<file path="src/rtl/bool_sweep_ctrl_if.sv">
// Bundle of host-side and function-unit-side signals of the Boolean sweep
// sequencer. The slave modport is the sequencer's view; the master modport
// is the view of whatever supplies start/expected and the unit output F.
interface bool_sweep_ctrl_if;
   logic       start;
   logic [7:0] expected;
   logic       f_in;
   logic       A;
   logic       B;
   logic       C;
   logic       busy;
   logic       done;
   logic       pass;
   logic [7:0] mask;
   logic [3:0] err_count;
   logic [2:0] first_fail;

   modport slave (
      input  start, expected, f_in,
      output A, B, C, busy, done, pass, mask, err_count, first_fail
   );

   modport master (
      output start, expected, f_in,
      input  A, B, C, busy, done, pass, mask, err_count, first_fail
   );
endinterface

</file>
<file path="src/rtl/bool_sweep_ctrl.sv">
// Exhaustive sweep sequencer for a 3-input Boolean function unit.
// Steps {A,B,C} through minterms 0..7, holding each for SETTLE_CYCLES cycles,
// samples F into a measured truth-table mask and grades it against a mask
// latched when the sweep was accepted.
module bool_sweep_ctrl #(
   parameter int unsigned SETTLE_CYCLES = 1
) (
   input logic             clk,
   input logic             rst,
   bool_sweep_ctrl_if.slave bus
);

   localparam logic [3:0] SETTLE_LIM = 4'(SETTLE_CYCLES);

   typedef enum logic [1:0] {
      IDLE,
      SETTLE,
      FINISH
   } state_t;

   state_t     state, state_nxt;
   logic [3:0] cnt, cnt_nxt;
   logic [2:0] idx, idx_nxt;
   logic [7:0] exp_lat, exp_lat_nxt;
   logic [7:0] mask_q, mask_nxt;
   logic       busy_q, busy_nxt;
   logic       done_q, done_nxt;
   logic       pass_q, pass_nxt;
   logic [3:0] err_q, err_nxt;
   logic [2:0] ff_q, ff_nxt;

   logic [7:0] diff;
   logic [3:0] diff_ones;
   logic [2:0] diff_low;
   logic [3:0] cnt_inc;

   // Grading of the measured mask: mismatch count and lowest mismatching minterm
   always_comb begin
      diff      = mask_q ^ exp_lat;
      diff_ones = '0;
      diff_low  = '0;
      for (int unsigned i = 0; i < 8; i++) begin
         diff_ones = diff_ones + {3'b000, diff[i]};
      end
      // Scan downward so the last hit is the lowest set bit
      for (int unsigned i = 8; i > 0; i--) begin
         if (diff[i-1]) begin
            diff_low = 3'(i - 1);
         end
      end
   end

   // Next-state and next-register values of the sweep sequencer
   always_comb begin
      state_nxt   = state;
      cnt_nxt     = cnt;
      idx_nxt     = idx;
      exp_lat_nxt = exp_lat;
      mask_nxt    = mask_q;
      busy_nxt    = busy_q;
      done_nxt    = 1'b0;
      pass_nxt    = pass_q;
      err_nxt     = err_q;
      ff_nxt      = ff_q;
      cnt_inc     = cnt + 4'd1;

      case (state)
         IDLE: begin
            if (bus.start) begin
               exp_lat_nxt = bus.expected;
               idx_nxt     = '0;
               cnt_nxt     = '0;
               mask_nxt    = '0;
               pass_nxt    = 1'b0;
               err_nxt     = '0;
               ff_nxt      = '0;
               busy_nxt    = 1'b1;
               state_nxt   = SETTLE;
            end
         end

         SETTLE: begin
            if (cnt_inc == SETTLE_LIM) begin
               mask_nxt[idx] = bus.f_in;
               cnt_nxt       = '0;
               if (idx != 3'd7) begin
                  idx_nxt = idx + 3'd1;
               end else begin
                  state_nxt = FINISH;
               end
            end else begin
               cnt_nxt = cnt_inc;
            end
         end

         FINISH: begin
            err_nxt   = diff_ones;
            pass_nxt  = (diff_ones == 4'd0);
            ff_nxt    = diff_low;
            done_nxt  = 1'b1;
            busy_nxt  = 1'b0;
            idx_nxt   = '0;
            state_nxt = IDLE;
         end

         default: begin
            state_nxt = IDLE;
            idx_nxt   = '0;
            cnt_nxt   = '0;
            busy_nxt  = 1'b0;
         end
      endcase
   end

   // State and result registers with synchronous reset
   always_ff @(posedge clk) begin
      if (rst) begin
         state   <= IDLE;
         cnt     <= '0;
         idx     <= '0;
         exp_lat <= '0;
         mask_q  <= '0;
         busy_q  <= 1'b0;
         done_q  <= 1'b0;
         pass_q  <= 1'b0;
         err_q   <= '0;
         ff_q    <= '0;
      end else begin
         state   <= state_nxt;
         cnt     <= cnt_nxt;
         idx     <= idx_nxt;
         exp_lat <= exp_lat_nxt;
         mask_q  <= mask_nxt;
         busy_q  <= busy_nxt;
         done_q  <= done_nxt;
         pass_q  <= pass_nxt;
         err_q   <= err_nxt;
         ff_q    <= ff_nxt;
      end
   end

   // ABC is the registered minterm index; idx stays 0 whenever idle
   assign bus.A          = idx[2];
   assign bus.B          = idx[1];
   assign bus.C          = idx[0];
   assign bus.busy       = busy_q;
   assign bus.done       = done_q;
   assign bus.pass       = pass_q;
   assign bus.mask       = mask_q;
   assign bus.err_count  = err_q;
   assign bus.first_fail = ff_q;

endmodule

</file>
<file path="src/flat_wrapper.sv">
// flat-port wrapper written by rule: the top's interface ports become plain ports
module bool_sweep_ctrl_flat 
#(
   parameter int unsigned SETTLE_CYCLES = 1
)
  (clk, rst, bus_start, bus_expected, bus_f_in, bus_A, bus_B, bus_C, bus_busy, bus_done, bus_pass, bus_mask, bus_err_count, bus_first_fail);
  bool_sweep_ctrl_if bus_i ();
  input logic clk;
  input logic rst;
  input wire logic [$bits(bus_i.start)-1:0] bus_start;
  input wire logic [$bits(bus_i.expected)-1:0] bus_expected;
  input wire logic [$bits(bus_i.f_in)-1:0] bus_f_in;
  output wire logic [$bits(bus_i.A)-1:0] bus_A;
  output wire logic [$bits(bus_i.B)-1:0] bus_B;
  output wire logic [$bits(bus_i.C)-1:0] bus_C;
  output wire logic [$bits(bus_i.busy)-1:0] bus_busy;
  output wire logic [$bits(bus_i.done)-1:0] bus_done;
  output wire logic [$bits(bus_i.pass)-1:0] bus_pass;
  output wire logic [$bits(bus_i.mask)-1:0] bus_mask;
  output wire logic [$bits(bus_i.err_count)-1:0] bus_err_count;
  output wire logic [$bits(bus_i.first_fail)-1:0] bus_first_fail;
  assign bus_i.start = bus_start;
  assign bus_i.expected = bus_expected;
  assign bus_i.f_in = bus_f_in;
  assign bus_A = bus_i.A;
  assign bus_B = bus_i.B;
  assign bus_C = bus_i.C;
  assign bus_busy = bus_i.busy;
  assign bus_done = bus_i.done;
  assign bus_pass = bus_i.pass;
  assign bus_mask = bus_i.mask;
  assign bus_err_count = bus_i.err_count;
  assign bus_first_fail = bus_i.first_fail;
  bool_sweep_ctrl #(.SETTLE_CYCLES(SETTLE_CYCLES)) u_core (.clk(clk), .rst(rst), .bus(bus_i));
endmodule
</file>
<file path="config.mk">
export PLATFORM = sky130hd
export DESIGN_NAME = bool_sweep_ctrl_flat
export DESIGN_NICKNAME = d
export VERILOG_FILES = /design/src/rtl/bool_sweep_ctrl_if.sv /design/src/rtl/bool_sweep_ctrl.sv /design/src/flat_wrapper.sv
export SDC_FILE = /design/constraint.sdc
export NUM_CORES = 1
export LEC_CHECK = 0
export BUFFER_PORTS_ARGS = -buffer_cell sky130_fd_sc_hd__buf_2
export CAP_MARGIN = 10
export CELL_PAD_IN_SITES_DETAIL_PLACEMENT = 1
export CELL_PAD_IN_SITES_GLOBAL_PLACEMENT = 2
export CORE_UTILIZATION = 25
export DETAILED_ROUTE_END_ITERATION = 16
export PLACE_DENSITY_LB_ADDON = 0.12
export SLEW_MARGIN = 20
export SYNTH_ARGS = -nofsm -noshare
export SYNTH_HDL_FRONTEND = slang
export SYNTH_SLANG_ARGS = --single-unit
</file>
<file path="constraint.sdc">
create_clock -name clk -period 3.7 [get_ports clk]
set_input_delay 0.555 -clock clk [delete_from_list [all_inputs] [get_ports clk]]
set_output_delay 0.555 -clock clk [all_outputs]
set_load 0.01 [all_outputs]
</file>
; ---- Word level (Yosys, flattened, before mapping)
; Cells that the tools add are included.
[totals]
romBits = 0
output_inout_bits = 21
latch_bits = 0
memories = 0
input_bits = 12
regBits = 35
ram_bits = 0
word_cells = 76
[op_classes]
n_bitwise = 3
n_mux = 32
n_mul = 0
shift = 0
addsub = 9
n_eq_ne = 8
n_reduce_logical = 12
div = 0
magnitude_cmp = 2
[op_table]
columns = op, count
row1 = 3-bit two-way mux, 11
row2 = 4-bit by 1-bit adder with 4-bit output, 6
row3 = 8-bit two-way mux, 2
row4 = 8-bit one-hot mux with 2 select lines, 1
row5 = 3-bit one-hot mux with 2 select lines, 2
row6 = 4-bit one-hot mux with 3 select lines, 1
row7 = 3-bit AND reduction, 3
row8 = 8-bit bitwise mux, 1
row9 = 4-bit two-way mux, 2
row10 = 4-bit one-hot mux with 2 select lines, 1
row11 = 2-bit AND reduction, 4
row12 = 8-bit bitwise XOR, 1
row13 = 2-bit two-way mux, 3
row14 = "4-bit by 1-bit adder with 4-bit output, second input constant", 1
row15 = "4-bit by 1-bit == test with 1-bit output, second input constant", 1
row16 = 4-bit logical NOT, 1
row17 = "3-bit by 4-bit < comparator with 1-bit output, second input constant", 1
row18 = 1-bit two-way mux, 4
row19 = "2-bit by 1-bit inequality test with 1-bit output, second input constant", 2
row20 = "2-bit inequality test, second input constant", 2
row21 = 1-bit one-hot mux with 2 select lines, 2
row22 = 2-bit one-hot mux with 2 select lines, 1
row23 = 2-bit nonzero test, 2
row24 = "3-bit by 1-bit adder with 3-bit output, second input constant", 1
row25 = other kinds (9), 10

; ---- Depth between registers and ports, before layout
; Gate-level depths: netlist (run 1).
[logic_depth]
depth_word = 10
ltp_mapped = 11
ltp_nobuf = 11

; ---- Worst setup path after synthesis (run 1)
; Ideal clock, no wire load.
[synth_timing]
kind = register -> register
startpoint = reg u_core.mask_q[1] (netlist: u_core.bus.mask[1])
endpoint = reg u_core.pass_q (netlist: u_core.bus.pass)
setup_time_ns = 0.117
synth_period_minus_slack_ns = 3.257
path_buffers = 0
setup_slack_ns = 0.443
required_ns = 3.583
path_stages_with_launch = 12
t_arrival_ns = 3.139
path_cell_list = dfxtp_1 > xor2_1 > ha_1 > inv_1 > fa_1 > fa_1 > inv_1 > fa_1 > fa_1 > xor2_1 > nor3_1 > a32o_1
[synth_between]
elab_chain_len = 10
[synth_rtl]
columns = element, line
row1 = start: declaration, bool_sweep_ctrl.sv:25  ; logic [7:0] mask_q, mask_nxt;
row2 = start signal: assignment, bool_sweep_ctrl.sv:133  ; mask_q <= mask_nxt;
row3 = 8-bit bitwise XOR, bool_sweep_ctrl.sv:39  ; diff = mask_q ^ exp_lat;
row4 = 1-bit by 1-bit adder with 2-bit output, bool_sweep_ctrl.sv:43  ; diff_ones = diff_ones + {3'b000, diff[i]};
row5 = 4-bit by 1-bit adder with 4-bit output (6 in a row), bool_sweep_ctrl.sv:43
row6 = 4-bit logical NOT, bool_sweep_ctrl.sv:98  ; pass_nxt = (diff_ones == 4'd0);
row7 = 1-bit one-hot mux with 2 select lines, bool_sweep_ctrl.sv:67  ; case (state)
row8 = end signal: assignment, bool_sweep_ctrl.sv:136  ; pass_q <= pass_nxt;
row9 = end: declaration, bool_sweep_ctrl.sv:28  ; logic pass_q, pass_nxt;
; Every way passes these cells.
; A chain may end at the register's enable or synchronous reset.

; ---- Worst setup path after layout (run 1)
; Same ends and word-level chain as after synthesis.

==> flow_summary_export.csv, run 1 <==
group,metric,value,unit
synthesis,syn_area,1810,µm²
power_and_ir_drop,switching_share,29.8,%
grt,grt-ovfl-total,0,
power_and_ir_drop,p_sw,0.241,mW
setup_path,cp.required,3.89,ns
die,dieHeight,87.0,µm
synthesis,synth_most_common_cell,"dfxtp_1",
layout,diodes,0,
cts,clk_pin_slew_worst_paths,0.08,ns
timing,fmax,296,MHz
cts,clock_path_buffers,2,
grt,track_usage,13.8,%
cts,clock_latency,0.29,ns
timing,grt_setup_unrepaired,"no",
synthesis,synth-edff-count,0,
cts,cts-root-buf,"clkbuf_8",
setup_path,cp-startpoint,"u_core.bus.mask[1]",
timing,timing.hold.ws,0.464,ns
cts,cts.sinks,35,
die,die_w,87.0,µm
layout,drive_above_1_share,22.9,%
setup_path,crit_path_cell_trace,"xor2_1 -> ha_1 -> inv_1 -> fa_1 -> fa_1 -> inv_1 -> fa_1 -> fa_1 -> xor2_1 -> nor3_1 -> a32o_1",
place,hpwl,3420,µm
timing,drv_slew,0,
setup_path,cp.buffers_inverters,2,
synthesis,synth_top_area_share,38.8,%
setup_path,reg2reg_slack,0.33,ns
synthesis,syn_nets,231,
grt,grt_max_degree,30,
route,drt-total-wl,4650,µm
place,portBuffers,32,
route,vias,1554,
power_and_ir_drop,power_frac_comb,16.9,%
synthesis,synth_common_cells,"35 x dfxtp_1, 28 x nand2_1, 22 x a21oi_1, 16 x nor2_1, 12 x inv_1",
place,finalWeightedCongestion,0.681,
grt,grt_pass1_wl,7920,µm
route,antenna_left,0,
route,dr.first_iter.drc_count,24,
power_and_ir_drop,powerDensity,379,nW/µm²
power_and_ir_drop,finalPower,0.808,mW
layout,syn2layout_area_growth,17.9,%
setup_path,crit_arrival,3.56,ns
cts,ctsHoldBuffers,0,
layout,nets,262,
synthesis,syn_area_per_cell,8.69,µm²
flow_run,cap_violations,0,
synthesis,synthTopCellsByArea,"dfxtp_1 39%, a21oi_1 6.1%, nand2_1 5.8%",
setup_path,crit_end,"u_core.bus.pass",
synthesis,async_reset_ff_share,0,%
setup_path,crit_cells,11,
setup_path,reg2reg_from,"u_core.bus.mask[1]",
synthesis,synthFlopType,"dfxtp_1",
power_and_ir_drop,power.internal,0.567,mW
synthesis,ys_seq_area_share,38.8,%
setup_path,path_common_cell,"fa_1",
cts,cts_resized,0,
synthesis,synth.distinct_cells,38,
timing,tns,0,ns
worst_hold_path,hold_class,"flop to flop",
setup_path,end_kind,"flop",
cts,cts_buffers,5,
setup_path,reg2reg_depth,11,
setup_path,r2r-end,"u_core.bus.pass",
cts,cts_tree,"done",
timing,layout_min_cycle_time,3.37,ns
grt,antenna_found_initial,0,
synthesis,syn_inst,208,
die,pin_count,33,
route,drc,0,
timing,skew,0.00575,ns
die,die_area,7580,µm²
timing,setup_viol,0,
die,core,6910,µm²
die,rows,30,
setup_path,path_max_fanout,4,
synthesis,synth-seq-cells,35,
timing,fin_crit_sh,91.2,%
timing,tightest_slew,0.677,ns
power_and_ir_drop,p_leak,0.939,nW
setup_path,max_stage_delay,0.49,ns
synthesis,yosysWarningCount,0,
route,viasPerCell,4.63,
setup_path,cpLargestDelayFamily,"adder cells",
power_and_ir_drop,peakVddDrop,0.000102,V
run_status,outcome,"completed",
grt,first_global_vias,1597,
timing,hold_viol,0,
cts,h-tree-depth,2,
cts,post_cts_buffers,0,
route,routedWlPerCell,13.8,µm
setup_path,crit_path_top_delay_cell,"fa_1",
synthesis,yosys.area.top_type,"dfxtp_1",
power_and_ir_drop,clock_power_share,33.8,%
setup_path,worstSetupPathType,"flop to flop",
route,drt_pre_antenna_iters,4,
setup_path,critPathLaunchType,"flop",
timing,relSlewSlack,54.8,%
die,initial_core_util,26.2,%
power_and_ir_drop,seqPwrFrac,49.2,%
==> placed cells by master, fill, tap and decap left out, types with 2 or more instances in the layout <==
cell type | Yosys | final
clkbuf_8 | 0 | 5
dfxtp_1 | 35 | 35
a32o_1 | 2 | 2
nand3_1 | 10 | 10
xor2_1 | 7 | 7
o31ai_1 | 3 | 3
ha_1 | 7 | 7
nor2_1 | 16 | 16
clkinv_2 | 0 | 3
o21ai_0 | 9 | 9
buf_2 | 0 | 32
a22o_1 | 3 | 3
a211oi_2 | 8 | 8
nand2b_1 | 4 | 4
a31oi_1 | 3 | 3
fa_1 | 4 | 4
xnor2_1 | 4 | 4
nor3_1 | 3 | 3
a21oi_1 | 22 | 22
a22oi_1 | 3 | 3
nand2_1 | 28 | 28
inv_1 | 12 | 12
==> registers in the layout (all words and copies together) (netlist names) <==
name                   count
u_core.bus.busy            1
u_core.bus.done            1
u_core.bus.err_count       4
u_core.bus.first_fail      3
u_core.bus.mask            8
u_core.bus.pass            1
u_core.cnt                 4
u_core.exp_lat             8
u_core.idx                 3
u_core.state               2
==> routing by layer <==
layer / GRT usage (%) / wire length [µm]
met1: 18.4 / 2430
met2: 22.1 / 2030
met3: 2.84 / 125
met4: 5.00 / 60
met5: 0 / 0
==> power by group through the flow <==
stage,Combinational [mW],Clock [mW],Sequential (mW)
after floorplan,0.105,0,0.404
after global placement,0.140,0,0.407
after detailed placement,0.138,0,0.407
after CTS,0.140,0.292,0.398
after global routing,0.159,0.313,0.400
final,0.137,0.274,0.398
==> worst min-delay path by stage <==
| stage | start | endpoint | slack [ns] | depth (start not counted) |
|---|---|---|---|---|
| floorplan | u_core.exp_lat[4] | u_core.exp_lat[4] | 0.45 | 2 |
| global placement | u_core.bus.first_fail[0] | u_core.bus.first_fail[0] | 0.44 | 2 |
| detailed placement | u_core.bus.busy | u_core.bus.busy | 0.45 | 2 |
| CTS | u_core.bus.first_fail[1] | u_core.bus.first_fail[1] | 0.47 | 2 |
| global route | u_core.bus.busy | u_core.bus.busy | 0.49 | 2 |
| finish | u_core.bus.first_fail[1] | u_core.bus.first_fail[1] | 0.46 | 2 |
==> logic make-up (layout without fill, tap and decap cells) <==
kind of cell	after synthesis	in the layout	share of synthesized area, %
AOI/OAI and AO/OA	60	60	23.5
xor gates and xnor gates	11	11	5.33
adders and majority gates	11	11	9.27
buffers and inverters	22	54	5.40
DFF	35	35	38.8
and+or+nand+nor	69	69	17.8
==> worst reg2reg max path, stage by stage (launching register included) <==
cell and delay (ns):
dfxtp_1 0.38, xor2_1 0.30, ha_1 0.28, inv_1 0.07, fa_1 0.42, fa_1 0.49, inv_1 0.05, fa_1 0.40
fa_1 0.39, xor2_1 0.19, nor3_1 0.07, a32o_1 0.25
==> layout make-up <==
| cell class | instances | area, µm² |
|---|---|---|
| fill | 860 | 4780 |
| multi-input combinational | 151 | 1010 |
| sequential | 35 | 701 |
| timing repair buffer | 33 | 168 |
| tap | 96 | 120 |
| clock buffer | 5 | 68.8 |
| inverter | 13 | 48.8 |
| clock inverter | 3 | 15.0 |
==> per-stage QoR <==
| stage | area (µm²) | setup WS [ns] | cells | utilization, % |
|---|---|---|---|---|
| 6_report | 2130 | 0.327 | 336 | 30.9 |
| 5_1_grt | 2130 | 0.0826 | 336 | 30.9 |
| 3_3_place_gp | 2050 | 0.348 | 328 | 29.6 |
| 4_1_cts | 2130 | 0.302 | 336 | 30.9 |
| 2_1_floorplan | 1810 | 0.443 | 208 | - |
| 3_5_place_dp | 2050 | 0.319 | 328 | 29.6 |
Power figures use the tool's default switching activity.
==> run 2: changes to the inputs <==
--- a/config.mk
+++ b/config.mk
@@ -7,10 +7,11 @@
 export LEC_CHECK = 0
 export BUFFER_PORTS_ARGS = -buffer_cell sky130_fd_sc_hd__buf_2
 export CAP_MARGIN = 10
-export CELL_PAD_IN_SITES_DETAIL_PLACEMENT = 1
+export CELL_PAD_IN_SITES_DETAIL_PLACEMENT = 2
 export CELL_PAD_IN_SITES_GLOBAL_PLACEMENT = 2
 export CORE_UTILIZATION = 25
 export DETAILED_ROUTE_END_ITERATION = 16
+export HOLD_SLACK_MARGIN = 0.06
 export PLACE_DENSITY_LB_ADDON = 0.12
 export SLEW_MARGIN = 20
 export SYNTH_ARGS = -nofsm -noshare
==> run 2 against run 1 <==
  * Clock power is 54% higher
  * Setup slack worse by 0.053 ns
  * Utilization is 0.76 points higher
  * Maximum frequency is 1.5% lower
  * Cell area is 2.5% higher
  * Critical endpoint unchanged
==> flow_summary_export.csv, run 2 (same netlist as run 1, synthesis figures left out) <==
group,metric,value,unit
run_status,outcome,"completed",
route,viasPerCell,4.72,
layout,final_common_cell,"dfxtp_1",
layout,drive_above_1_share,22.9,%
setup_path,crit_path_cell_trace,"xor2_1 -> ha_1 -> inv_1 -> fa_1 -> fa_1 -> inv_1 -> fa_1 -> fa_1 -> xor2_1 -> nor3_1 -> a32o_1",
layout,diodes,0,
timing,grt_setup_unrepaired,"no",
timing,hold_viol,0,
power_and_ir_drop,seqPwrFrac,41.4,%
layout,fin_cells,336,
cts,clk_pin_slew_worst_paths,0.08,ns
setup_path,critPathLaunchType,"flop",
setup_path,path_max_fanout,4,
worst_hold_path,hold_class,"flop to flop",
route,drt-total-wl,5080,µm
cts,cts.sinks,35,
die,dieHeight,87.0,µm
die,pin_count,33,
timing,tightest_slew,0.673,ns
grt,track_usage,15.4,%
power_and_ir_drop,powerDensity,440,nW/µm²
timing,tns,0,ns
worst_hold_path,min_path_cells,2,
route,dr.first_iter.drc_count,23,
place,post-place-cells,328,
setup_path,reg2reg_depth,11,
setup_path,crit_path_top_delay_cell,"fa_1",
cts,cts_tree,"done",
power_and_ir_drop,p_sw,0.253,mW
power_and_ir_drop,power_frac_comb,14.6,%
power_and_ir_drop,p_leak,0.956,nW
cts,clock_latency,0.29,ns
power_and_ir_drop,switching_share,26.3,%
setup_path,worstSetupPathType,"flop to flop",
timing,relSlewSlack,55.2,%
route,vias,1585,
cts,clock_path_buffers,2,
power_and_ir_drop,clock_power_share,43.9,%
route,routedWlPerCell,15.1,µm
place,hpwl,3690,µm
power_and_ir_drop,power.internal,0.708,mW
cts,ctsHoldBuffers,0,
setup_path,reg2reg_slack,0.27,ns
place,detailed_place.area,2050,µm²
layout,layout_common_cells,"35 x dfxtp_1, 32 x buf_2, 28 x nand2_1",
setup_path,max_stage_delay,0.50,ns
die,initial_core_util,26.2,%
grt,grt_max_degree,30,
timing,skew,0.00382,ns
setup_path,cpLargestDelayFamily,"adder cells",
place,portBuffers,32,
setup_path,crit_cells,11,
flow_run,cap_violations,0,
timing,fin_crit_sh,92.6,%
grt,grt_pass1_wl,8690,µm
route,antenna_left,0,
die,die_area,7580,µm²
timing,layout_min_cycle_time,3.43,ns
setup_path,cp.required,3.89,ns
power_and_ir_drop,finalPower,0.960,mW
setup_path,cp.buffers_inverters,2,
place,finalWeightedCongestion,0.681,
die,rows,30,
die,die_w,87.0,µm
grt,first_global_vias,1657,
setup_path,crit_arrival,3.61,ns
grt,grt-ovfl-total,0,
timing,fmax,292,MHz
cts,h-tree-depth,2,
cts,cts-root-buf,"clkbuf_8",
layout,final_area,2180,µm²
cts,cts_buffers,5,
route,drt_pre_antenna_iters,4,
layout,syn2layout_area_growth,20.8,%
setup_path,path_common_cell,"fa_1",
layout,nets,262,
route,drc,0,
cts,post_cts_buffers,0,
grt,antenna_found_initial,0,
cts,cts_resized,0,
timing,drv_slew,0,
power_and_ir_drop,peakVddDrop,0.000130,V
setup_path,end_kind,"flop",
timing,setup_viol,0,
die,core,6910,µm²
## run 2: changes by cell type in the layout (fill, tap and decap cells not counted)
| cell | delta |
|---|---|
| clkinvlp_4 | +1 |
| bufinv_16 | +2 |
| clkinv_2 | -3 |
## run 2: power groups by stage
| stage | sequential [mW] | combinational (mW) | clock (mW) |
|---|---|---|---|
| after detailed placement | 0.407 | 0.141 | 0 |
| after floorplan | 0.404 | 0.105 | 0 |
| final | 0.398 | 0.141 | 0.422 |
| after global routing | 0.400 | 0.166 | 0.458 |
| after CTS | 0.398 | 0.146 | 0.441 |
| after global placement | 0.407 | 0.140 | 0 |
## run 2: through the flow
step | util, % | setup slack (ns) | hold WS, ns
after floorplan | - | 0.443 | 0.448
after global placement | 29.6 | 0.348 | 0.439
after detailed placement | 29.6 | 0.316 | 0.456
after CTS | 31.6 | 0.240 | 0.472
after global routing | 31.6 | 0.0412 | 0.489
final | 31.6 | 0.274 | 0.462
## run 2: final timing paths
kind | from | end
setup / recovery | u_core.bus.mask[1] | u_core.bus.pass
hold / removal | u_core.bus.first_fail[0] | u_core.bus.first_fail[0]
setup reg to reg | u_core.bus.mask[1] | u_core.bus.pass
hold reg to reg | u_core.bus.first_fail[0] | u_core.bus.first_fail[0]
## run 2: metal layers
metal	part of all wire (%)	vias to the layer above	track usage [%]
li1	-	789	-
met1	50	766	20.7
met2	47	23	24.7
met3	2.8	7	3.32
met4	1.1	0	4.55
met5	0	-	0
## run 2: final cells by class
class                      count  area (µm²)
tap                           96         120
sequential                    35         701
timing repair buffer          33         168
inverter                      13        48.8
fill                         822        4720
multi-input combinational    151        1010
clock inverter                 3        67.6
clock buffer                   5        68.8
## run 2: worst min-delay path, cell delays in order (launching register included)
cell	delay (ns)
dfxtp_1	0.33
nand2_1	0.04
o21ai_0	0.06
